### src/rtl/multicycle_sequencer_pkg.sv
// Shared definitions for the multicycle sequencer: states, ALU encodings,
// opcode constants, instruction field positions and the decoder output bundle.
package multicycle_sequencer_pkg;

    typedef enum logic [2:0] {
        ST_IDLE   = 3'd0,
        ST_FETCH  = 3'd1,
        ST_DECODE = 3'd2,
        ST_EXEC   = 3'd3,
        ST_WB     = 3'd4,
        ST_HALT   = 3'd5
    } state_e;

    typedef enum logic [2:0] {
        ALU_ADD = 3'b000,
        ALU_SUB = 3'b001,
        ALU_SHL = 3'b010,
        ALU_NOP = 3'b111
    } alu_op_e;

    localparam int INSTR_W    = 32;
    localparam int OPC_W      = 6;
    localparam int REG_ADDR_W = 5;
    localparam int IMM_W      = 11;

    localparam int OPC_MSB = 31;
    localparam int OPC_LSB = 26;
    localparam int RS_MSB  = 25;
    localparam int RS_LSB  = 21;
    localparam int RT_MSB  = 20;
    localparam int RT_LSB  = 16;
    localparam int RD_MSB  = 15;
    localparam int RD_LSB  = 11;
    localparam int IMM_MSB = 10;
    localparam int IMM_LSB = 0;

    localparam logic [OPC_W-1:0] OPC_ADDI   = 6'b110000;
    localparam logic [OPC_W-1:0] OPC_SUBI   = 6'b111000;
    localparam logic [OPC_W-1:0] OPC_ADD    = 6'b010000;
    localparam logic [OPC_W-1:0] OPC_SHIFTL = 6'b100000;
    localparam logic [OPC_W-1:0] OPC_BEQ    = 6'b001000;
    localparam logic [OPC_W-1:0] OPC_J      = 6'b000010;
    localparam logic [OPC_W-1:0] OPC_NOP    = 6'b000000;

    typedef struct packed {
        alu_op_e alu_op;
        logic    alu_src_imm;
        logic    writes;
        logic    is_jump;
        logic    is_branch;
        logic    illegal;
    } decode_t;

    function automatic logic [INSTR_W-1:0] zext_imm(input logic [IMM_W-1:0] field);
        return {{(INSTR_W-IMM_W){1'b0}}, field};
    endfunction

endpackage

### src/rtl/multicycle_sequencer_decoder.sv
// Purely combinational opcode decoder: maps ir[31:26] to the ALU controls
// and the flags that steer the sequencer through EXEC/WB.
module opcode_decoder
    import multicycle_sequencer_pkg::*;
(
    input  logic [OPC_W-1:0] opcode_i,
    output decode_t          decode_o
);

    // Unknown opcodes fall through as a NOP with the illegal flag raised.
    always_comb begin
        decode_o.alu_op      = ALU_NOP;
        decode_o.alu_src_imm = 1'b0;
        decode_o.writes      = 1'b0;
        decode_o.is_jump     = 1'b0;
        decode_o.is_branch   = 1'b0;
        decode_o.illegal     = 1'b0;
        case (opcode_i)
            OPC_ADDI: begin
                decode_o.alu_op      = ALU_ADD;
                decode_o.alu_src_imm = 1'b1;
                decode_o.writes      = 1'b1;
            end
            OPC_SUBI: begin
                decode_o.alu_op      = ALU_SUB;
                decode_o.alu_src_imm = 1'b1;
                decode_o.writes      = 1'b1;
            end
            OPC_ADD: begin
                decode_o.alu_op = ALU_ADD;
                decode_o.writes = 1'b1;
            end
            OPC_SHIFTL: begin
                decode_o.alu_op = ALU_SHL;
                decode_o.writes = 1'b1;
            end
            OPC_BEQ: begin
                decode_o.alu_op    = ALU_SUB;
                decode_o.is_branch = 1'b1;
            end
            OPC_J: begin
                decode_o.is_jump = 1'b1;
            end
            OPC_NOP: begin
            end
            default: begin
                decode_o.illegal = 1'b1;
            end
        endcase
    end

endmodule

### src/rtl/multicycle_sequencer.sv
// Multicycle control sequencer: FETCH -> DECODE -> EXEC [-> WB], driving the
// instruction address, the instruction register fields and the datapath controls.
module multicycle_sequencer
    import multicycle_sequencer_pkg::*;
#(
    parameter int              PC_W     = 5,
    parameter logic [PC_W-1:0] RESET_PC = '0
) (
    input  logic                  clk_i,
    input  logic                  reset_i,
    input  logic                  start_i,
    input  logic [INSTR_W-1:0]    instr_i,
    input  logic                  alu_zero_i,
    output logic [PC_W-1:0]       pc_o,
    output logic [INSTR_W-1:0]    ir_o,
    output logic [REG_ADDR_W-1:0] rs_addr_o,
    output logic [REG_ADDR_W-1:0] rt_addr_o,
    output logic [REG_ADDR_W-1:0] rd_addr_o,
    output logic [INSTR_W-1:0]    imm_o,
    output logic [2:0]            alu_op_o,
    output logic                  alu_src_imm_o,
    output logic                  reg_write_o,
    output logic                  busy_o,
    output logic                  halted_o,
    output logic                  illegal_o
);

    state_e               state_q;
    logic [PC_W-1:0]      pc_q;
    logic [INSTR_W-1:0]   ir_q;
    alu_op_e              alu_op_q;
    logic                 alu_src_imm_q;
    logic                 writes_q;
    logic                 is_jump_q;
    logic                 is_branch_q;
    logic                 reg_write_q;
    logic                 busy_q;
    logic                 halted_q;
    logic                 illegal_q;

    decode_t              dec;
    logic                 take_d;
    logic                 halt_d;
    logic [PC_W-1:0]      pc_d;

    opcode_decoder u_decoder (
        .opcode_i (ir_q[OPC_MSB:OPC_LSB]),
        .decode_o (dec)
    );

    // Retirement target: only consulted on the cycle an instruction completes.
    // Running off the top of the address space halts instead of wrapping.
    always_comb begin
        take_d = is_jump_q | (is_branch_q & alu_zero_i);
        pc_d   = take_d ? ir_q[PC_W-1:0] : pc_q + 1'b1;
        halt_d = ~take_d & (pc_q == {PC_W{1'b1}});
    end

    always_ff @(posedge clk_i or posedge reset_i) begin
        if (reset_i) begin
            state_q       <= ST_IDLE;
            pc_q          <= RESET_PC;
            ir_q          <= '0;
            alu_op_q      <= ALU_NOP;
            alu_src_imm_q <= 1'b0;
            writes_q      <= 1'b0;
            is_jump_q     <= 1'b0;
            is_branch_q   <= 1'b0;
            reg_write_q   <= 1'b0;
            busy_q        <= 1'b0;
            halted_q      <= 1'b0;
            illegal_q     <= 1'b0;
        end else begin
            reg_write_q <= 1'b0;
            case (state_q)
                ST_IDLE, ST_HALT: begin
                    if (start_i) begin
                        state_q   <= ST_FETCH;
                        pc_q      <= RESET_PC;
                        illegal_q <= 1'b0;
                        busy_q    <= 1'b1;
                        halted_q  <= 1'b0;
                    end
                end
                ST_FETCH: begin
                    ir_q    <= instr_i;
                    state_q <= ST_DECODE;
                end
                ST_DECODE: begin
                    alu_op_q      <= dec.alu_op;
                    alu_src_imm_q <= dec.alu_src_imm;
                    writes_q      <= dec.writes;
                    is_jump_q     <= dec.is_jump;
                    is_branch_q   <= dec.is_branch;
                    if (dec.illegal) begin
                        illegal_q <= 1'b1;
                    end
                    state_q <= ST_EXEC;
                end
                // Writing instructions retire from WB so the strobe lands there.
                ST_EXEC: begin
                    if (writes_q) begin
                        state_q     <= ST_WB;
                        reg_write_q <= 1'b1;
                    end else if (halt_d) begin
                        state_q  <= ST_HALT;
                        busy_q   <= 1'b0;
                        halted_q <= 1'b1;
                    end else begin
                        pc_q    <= pc_d;
                        state_q <= ST_FETCH;
                    end
                end
                ST_WB: begin
                    if (halt_d) begin
                        state_q  <= ST_HALT;
                        busy_q   <= 1'b0;
                        halted_q <= 1'b1;
                    end else begin
                        pc_q    <= pc_d;
                        state_q <= ST_FETCH;
                    end
                end
                default: begin
                    state_q <= ST_IDLE;
                    busy_q  <= 1'b0;
                end
            endcase
        end
    end

    assign pc_o          = pc_q;
    assign ir_o          = ir_q;
    assign rs_addr_o     = ir_q[RS_MSB:RS_LSB];
    assign rt_addr_o     = ir_q[RT_MSB:RT_LSB];
    assign rd_addr_o     = ir_q[RD_MSB:RD_LSB];
    assign imm_o         = zext_imm(ir_q[IMM_MSB:IMM_LSB]);
    assign alu_op_o      = alu_op_q;
    assign alu_src_imm_o = alu_src_imm_q;
    assign reg_write_o   = reg_write_q;
    assign busy_o        = busy_q;
    assign halted_o      = halted_q;
    assign illegal_o     = illegal_q;

endmodule

### config.mk
export PLATFORM = sky130hd
export DESIGN_NAME = multicycle_sequencer
export DESIGN_NICKNAME = d
export VERILOG_FILES = /design/src/rtl/multicycle_sequencer_pkg.sv /design/src/rtl/multicycle_sequencer_decoder.sv /design/src/rtl/multicycle_sequencer.sv
export SDC_FILE = /design/constraint.sdc
export NUM_CORES = 1
export LEC_CHECK = 0
export CORE_MARGIN = 5
export CORE_UTILIZATION = 37
export DETAILED_ROUTE_END_ITERATION = 6
export PLACE_DENSITY = 0.83
export SLEW_MARGIN = 20
export SYNTH_ARGS = -nofsm -noshare
export SYNTH_HDL_FRONTEND = slang
export SYNTH_SLANG_ARGS = --single-unit
### constraint.sdc
create_clock -name clk_i -period 1.7 [get_ports clk_i]
set_input_delay 0.17 -clock clk_i [delete_from_list [all_inputs] [get_ports clk_i]]
set_output_delay 0.17 -clock clk_i [all_outputs]
set_load 0.005 [all_outputs]
# Word-level counts from Yosys, hierarchy flattened
# Index checks and enable logic that the tools add are counted.
# word_totals
register_bits	51
latch_bits	0
ram_bits	0
rom_bits	0
input_bits	36
out_inout_bits	92
word_cells	73
memories	0
# op_classes
addsub	1
n_mul	0
n_div	0
magnitude_cmp	0
n_eq_ne	15
shift	0
muxes	26
bitwise_logic	5
reduce_logical	14
# ops
operator	count
$mux W5	4
$eq A6 B6 Y1 const B	3
$pmux W3 S5	1
$pmux W5 S3	1
$mux W1	13
$reduce_or A2 Y1	5
$mux W3	3
$pmux W3 S3	1
$reduce_and A3 Y1	3
$reduce_or A7 Y1	1
$eq A3 B2 Y1 const B	2
$eq A3 B3 Y1 const B	2
$eq A6 B2 Y1 const B	1
$eq A6 B4 Y1 const B	1
$eq A6 B5 Y1 const B	1
$logic_not A6 Y1	1
$ne A2 B2 Y1 const B	3
$add A5 B1 Y5 const B	1
$eq A5 B5 Y1 const B	1
$pmux W1 S4	1
$reduce_or A4 Y1	1
$eq A3 B1 Y1 const B	1
$logic_not A3 Y1	1
$pmux W1 S3	1
6 further kinds	8

# Logic depth before layout (Yosys ltp)
# Gate-level depths: netlist (run 1).
# logic_depth
ltp_word	7
depth_mapped	7
depth_no_buf	7

# Hierarchy
# A second synthesis (run 1) with hierarchy kept.
# unflattened
hier_cells	229
area_unflattened_um2	2702.6
# by_module_without_submodules
module	n_inst	cells_each	area_each_um2
multicycle_sequencer	1	204	2570.0
opcode_decoder	1	25	132.6

# Worst setup path before layout (run 1)
# Ideal clock, no wire load.
# synth_path
path_kind	register to register
startpoint	reg pc_q[0], in the netlist pc_o[0]
endpoint	reg pc_q[1], in the netlist pc_o[1]
arrival_ps	1593
required_time_ps	1575
slack_ps	-18
stages_incl_launch_ff	7
n_path_buf	0
period_less_slack_ps	1718
cell_sequence	dfrtp_1 ha_1 and3_1 ha_1 nand2_1 o21ai_4 mux2_4
# synth_via
elab_chain_len	5
word_cells_on_any_way	7
# synth_lines
element	line_no	rtl
from (decl)	multicycle_sequencer.sv:29	logic [PC_W-1:0] pc_q;
from (signal assigned)	multicycle_sequencer.sv:110	pc_q <= pc_d;
from (signal assigned)	multicycle_sequencer.sv:120	pc_q <= pc_d;
$add A5 B1 Y5 or $eq A5 B5 Y1 (tied branches)	multicycle_sequencer.sv:55, multicycle_sequencer.sv:56	
$mux W5 or $and A1 B1 Y1 (tied branches)	multicycle_sequencer.sv:55, multicycle_sequencer.sv:56	
$mux W5 *	multicycle_sequencer.sv:105, multicycle_sequencer.sv:115	
$mux W5	multicycle_sequencer.sv:102	if (writes_q) begin
$pmux W5 S3 *	multicycle_sequencer.sv:75	case (state_q)
# Mark *: on every way between the ends. The rest lies on a longest branch, timed or not. The select of a mux whose other input is x is not followed.
# A chain may end at the register's enable or synchronous reset.

# Worst setup path in the final report (run 1)
# layout_path
startpoint	reg pc_q[0], in the netlist pc_o[0]
endpoint	reg pc_q[4], in the netlist pc_o[4]
# Same word-level chain as after synthesis.

==> flow_summary.yaml, run 1 <==
finish:
  final_layout_size_suffix_gt1_share_pct: 23.3
  final_area_um2: 3810
  final-instance-count-excl-fill: 425
  insertedDiodeCount: 0
  final_nets: 363
  area_delta_synth_final_pct: 41.2
logic_synthesis:
  count_of_synthesis_stage_warnings_from_yosys: 0
  synth_edf_count: 0
  avgSynthCellArea_um2: 11.8
  synthesis.instances: 228
  asyncSetResetFlopFracSynth_pct: 100
  postSynthRegisterBits: 51
  synth.lib_cells_used.distinct: 49
  top_reg_cell_synth: "dfrtp_1"
  synth_area_um2: 2700
  synth_seq_area_share_pct: 47.5
sta:
  fin_worst_skew_ps: 3.98
  setup-violations-final: 0
  max_clock_freq_ghz: 0.617
  timing_hold_violations_final: 0
  maxSlewViolCount: 0
  unrepaired_setup_endpoints_after_global_routing: "no"
  finalWorstPathRequiredPeriod_ps: 1620
  timing.final.crit_share_pct: 95.4
  holdWs_ps: 166
drt:
  routed_wire_length_per_instance_um: 15.0
  antenna_violating_nets_left: 0
  vias_per_cell: 4.69
  routed_wl_um: 6380
  detailed_route_via_count: 1994
  drcViolationCount: 0
  firstDrtPassIters: 4
  drtIter0Drc: 103
power_and_ir_drop:
  p_total_uw: 6800
  total_leakage_power_uw: 0.00158
  power_density_nw_per_um2: 1790
  peakVddDrop_uv: 853
setup_path:
  cp.buffers_inverters: 0
  crit_path_top_delay_cell: "dfrtp_1"
  reg2reg_to: "pc_o[4]"
  worst_r2r_startpoint: "pc_o[0]"
  cp_cell_sequence: "ha_2 -> and3_4 -> ha_4 -> nand2_2 -> o21ai_4 -> mux2_4"
  setup.worst_path.end_class: "flop"
  reg2reg_depth: 6
  worst_path_largest_cell_delay_ps: 370
  setup.reg_to_reg.worst_slack_ps: 80
  critical-path-top-delay-family: "flip-flops"
  cp_max_fo: 5
  worst_setup_path_start_kind: "flop"
  worstPathArrival_ps: 1820
  worst-endpoint-required_ps: 1900
  criticalPathCategory: "flop to flop"
global_route:
  groute.usage.overall_pct: 13.9
  wire_length_of_the_first_global_routing_pass_um: 9960
  number_of_antenna_violations_at_the_first_check_in_global_routing: 0
  grt_overflow_total: 0
  vias_in_the_first_global_route: 2041
  grt_max_degree: 25
place:
  place.port_buffers: 106
  dpl.cell_count: 415
  place.detailed.hpwl_um: 5080
  postPlaceCellArea_um2: 3680
  finalWeightedCongestion: 0.874
cts:
  cts-buffers-inserted: 5
  cts_tree: "yes"
  cts_hold_buffers: 0
  tritoncts_num_sinks: 51
  clk_path_buf_depth: 2
  clock_tree.htree_level_count: 2
  cts.clk_slew.worst_paths_ps: 100
  cts_root_buf: "clkbuf_8"
  later_pin_clock_latency_in_the_skew_report_ps: 300
job:
  drv_cap: 0
floorplan:
  y_dimension_of_the_die_um: 95.3
  coreArea_um2: 7180
  row_count: 31
  floorplan.die.width_um: 95.3
  die-area_um2: 9090
  top_level_ports: 128
  initial_core_util_pct: 37.6
outcome:
  run_status: "complete, no violations"
worst_hold_path:
  worstHoldPathType: "input port to async pin"
==> layout make-up <==
class | instances | area, um^2
repair buffers | 123 | 1210
flip-flops and latches | 51 | 1280
fillers | 610 | 3370
inverters | 5 | 23.8
multi-input cells | 139 | 1070
well taps | 99 | 124
clock inverters | 3 | 23.8
clock buffers | 5 | 68.8
==> through the flow <==
step / utilization [%] / setup TNS [ps] / worst slack (ps)
detailed placement: 51.3 / -175 / -72.8
global placement: 51.3 / 0 / 33.6
floorplan: - / 0 / 14.0
CTS: 52.7 / 0 / 4.18
finish: 53.0 / 0 / 78.9
global route: 53.0 / 0 / 13.7
==> worst max path at each step <==
stage / depth (start not counted) / startpoint / end
floorplan: 6 / pc_o[0] / pc_o[1]
global placement: 6 / pc_o[0] / pc_o[4]
detailed placement: 6 / pc_o[1] / pc_o[4]
CTS: 6 / pc_o[0] / pc_o[4]
global route: 6 / pc_o[0] / pc_o[4]
finish: 6 / pc_o[0] / pc_o[4]
==> sequential cells by signal (all words and copies together), names as in the netlist, 3 cells and up <==
signal    flops
ir_o         32
pc_o          5
alu_op_o      3
state_q       3
==> routing by layer <==
metal  vias to the layer above  global-route usage (%)  part of all wire (%)
met5                         -                       0                     0
met4                         0                    4.21                   1.2
met3                         9                    4.74                   6.8
met2                        77                    24.5                    54
met1                       989                    16.0                    38
li1                        919                       -                     -
==> Yosys cell counts (all sizes together), types with 3 or more instances <==
master,count,share of area (%)
a21oi,6,1.3
mux2,34,14
nor2,7,1.3
nor3,3,0.98
dfrtp,48,45
o21ai,10,2.3
nand2,16,2.2
nor2b,3,0.70
dfstp,3,2.9
inv,5,0.88
o2bb2ai,3,0.98
buf,53,15
nand2b,4,0.93
==> logic make-up after synthesis <==
group	Yosys count	share of synthesized area (%)
muxes	34	14.5
xor gates and xnor gates	1	0.325
and+or+nand+nor	42	8.68
buffers and inverters	58	16.3
AOI/OAI and AO/OA	39	11.6
other	1	0.139
adders and majority gates	2	0.928
DFF	51	47.5
==> cells in the final DEF, fill, tap and decap left out, drive strengths merged, types with 3 or more instances in the layout <==
| cell | instances |
|---|---|
| a21oi | 6 |
| buf | 17 |
| clkbuf | 5 |
| clkdlybuf4s50 | 106 |
| conb | 21 |
| dfrtp | 48 |
| dfstp | 3 |
| inv | 6 |
| mux2 | 34 |
| nand2 | 16 |
| nand2b | 4 |
| nor2 | 7 |
| nor2b | 3 |
| nor3 | 3 |
| o21ai | 10 |
| o2bb2ai | 3 |
==> report_power, final <==
part / leakage [uW] / internal (uW) / switching (uW)
clock: 0.0000408 / 295 / 420
sequential: 0.000616 / 1780 / 512
combinational: 0.000920 / 2460 / 1330
total: 0.00158 / 4540 / 2260
==> timing repair <==
item	in CTS	in global routing
setup buffers	1	1
cloned	0	0
pin swaps	1	0
setup endpoints to repair	3	4
gates resized for setup	1	3
Note: power is estimated with default switching activity, not from simulation.
==> run 2: changes to the inputs <==
CORE_UTILIZATION = 44   (was 37)
PLACE_DENSITY = 0.91   (was 0.83)
REMOVE_ABC_BUFFERS = 1   (was not set)
clock period = 2.1 ns   (was 1.7 ns; I/O delays follow)
==> flow_summary.yaml, run 2 (same netlist as run 1, synthesis figures left out) <==
outcome:
  run_status: "complete, no violations"
global_route:
  grt_max_degree: 33
  groute.usage.overall_pct: 16.4
  number_of_antenna_violations_at_the_first_check_in_global_routing: 0
  vias_in_the_first_global_route: 2098
  grt_overflow_total: 0
  wire_length_of_the_first_global_routing_pass_um: 10100
sta:
  totalNegativeSetupSlack_ps: 0
  holdWs_ps: 239
  max_clock_freq_ghz: 0.527
  post-route-worst-setup-slack_ps: 204
  timing.final.crit_share_pct: 90.3
  timing_hold_violations_final: 0
  unrepaired_setup_endpoints_after_global_routing: "no"
  setup-violations-final: 0
  finalWorstPathRequiredPeriod_ps: 1900
  maxSlewViolCount: 0
  fin_worst_skew_ps: 10.1
place:
  place.port_buffers: 106
  finalWeightedCongestion: 0.891
  placement.setup.worst_slack_ps: 241
  dpl.cell_count: 379
  place.detailed.hpwl_um: 4750
setup_path:
  crit_path_top_delay_cell: "dfrtp_1"
  worstPathArrival_ps: 2080
  worst_path_largest_cell_delay_ps: 430
  setup.worst_path.end_class: "flop"
  criticalPathCategory: "flop to flop"
  setup.reg_to_reg.worst_slack_ps: 200
  cp_max_fo: 6
  worst-endpoint-required_ps: 2280
  cp.buffers_inverters: 0
  worst_setup_path_start_kind: "flop"
  cp_cell_sequence: "ha_1 -> and3_1 -> ha_1 -> nand2_1 -> o21ai_4 -> mux2_4"
  critical-path-top-delay-family: "adder cells"
  cell_seen_most_often_among_critical_path_stages: "ha_1"
cts:
  cts_tree: "yes"
  post-cts-setup-buffers: 0
  later_pin_clock_latency_in_the_skew_report_ps: 300
  cts_hold_buffers: 0
  clock_tree.htree_level_count: 2
  cts.clk_slew.worst_paths_ps: 90
  clk_path_buf_depth: 2
  cts_root_buf: "clkbuf_8"
  post_cts_resize_count: 0
  cts-buffers-inserted: 5
  tritoncts_num_sinks: 51
floorplan:
  initial_core_util_pct: 45.3
  floorplan.die.width_um: 88.3
  row_count: 28
  coreArea_um2: 5960
  y_dimension_of_the_die_um: 88.3
  top_level_ports: 128
  die-area_um2: 7790
power_and_ir_drop:
  power_density_nw_per_um2: 1460
  total_leakage_power_uw: 0.00152
  peakVddDrop_uv: 779
drt:
  vias_per_cell: 5.00
  firstDrtPassIters: 4
  routed_wire_length_per_instance_um: 15.8
  routed_wl_um: 6130
  detailed_route_via_count: 1934
  drtIter0Drc: 48
  drcViolationCount: 0
  antenna_violating_nets_left: 0
finish:
  final_layout_size_suffix_gt1_share_pct: 18.3
  final_util_pct: 61.1
  final_nets: 349
  final-instance-count-excl-fill: 387
  commonest_non_fill_non_tap_cell_in_the_layout: "clkdlybuf4s50_1"
  mostFrequentLayoutCells: "clkdlybuf4s50_1 (106), dfrtp_1 (48), mux2_2 (31), conb_1 (21), nand2_1 (16)"
  largest_register_ffs: 32
  area_delta_synth_final_pct: 35.1
  insertedDiodeCount: 0
job:
  drv_cap: 0
worst_hold_path:
  worstHoldPathType: "input port to async pin"
-- run 2: worst paths after layout --
path / start / end / depth (start not counted)
max: pc_o[0] / pc_o[4] / 6
min: reset_i / ir_o[7] / 2
max reg2reg: pc_o[0] / pc_o[4] / 6
min reg2reg: halted_o / halted_o / 2
max in group asynchronous: reset_i / alu_op_o[0] / 3
min in group clk_i: halted_o / halted_o / 2
-- run 2: area by class of cell --
type,instances,area [um^2]
well taps,75,93.8
multi-input cells,139,1050
fillers,500,2310
repair buffers,109,1110
clock inverters,2,12.5
inverters,5,23.8
clock buffers,6,72.6
flip-flops and latches,51,1280
-- run 2: layer usage --
layer | up-vias | routed length [um] | global-route usage (%)
li1 | 891 | - | -
met1 | 923 | 2340 | 18.8
met2 | 107 | 3070 | 28.6
met3 | 13 | 645 | 6.61
met4 | 0 | 72 | 3.98
met5 | - | 0 | 0
-- run 2: worst reg2reg max path, delay by kind of cell, from the launching register on --
kind / cells / cell delay, ps
AOI/OAI and AO/OA: 1 / 250
adders and majority gates: 2 / 460
DFF: 1 / 430
muxes: 1 / 320
and+or+nand+nor: 2 / 340
-- run 2: metrics by stage --
step	power, uW	cell area [um^2]
2_1_floorplan	3070	2350
3_3_place_gp	4730	3560
3_5_place_dp	4840	3560
4_1_cts	5410	3640
5_1_grt	5720	3640
6_report	5320	3640
-- run 2: power by group --
part	total (uW)	switching (uW)	internal [uW]
clock network	544	311	233
registers	1920	478	1440
logic	2860	984	1880
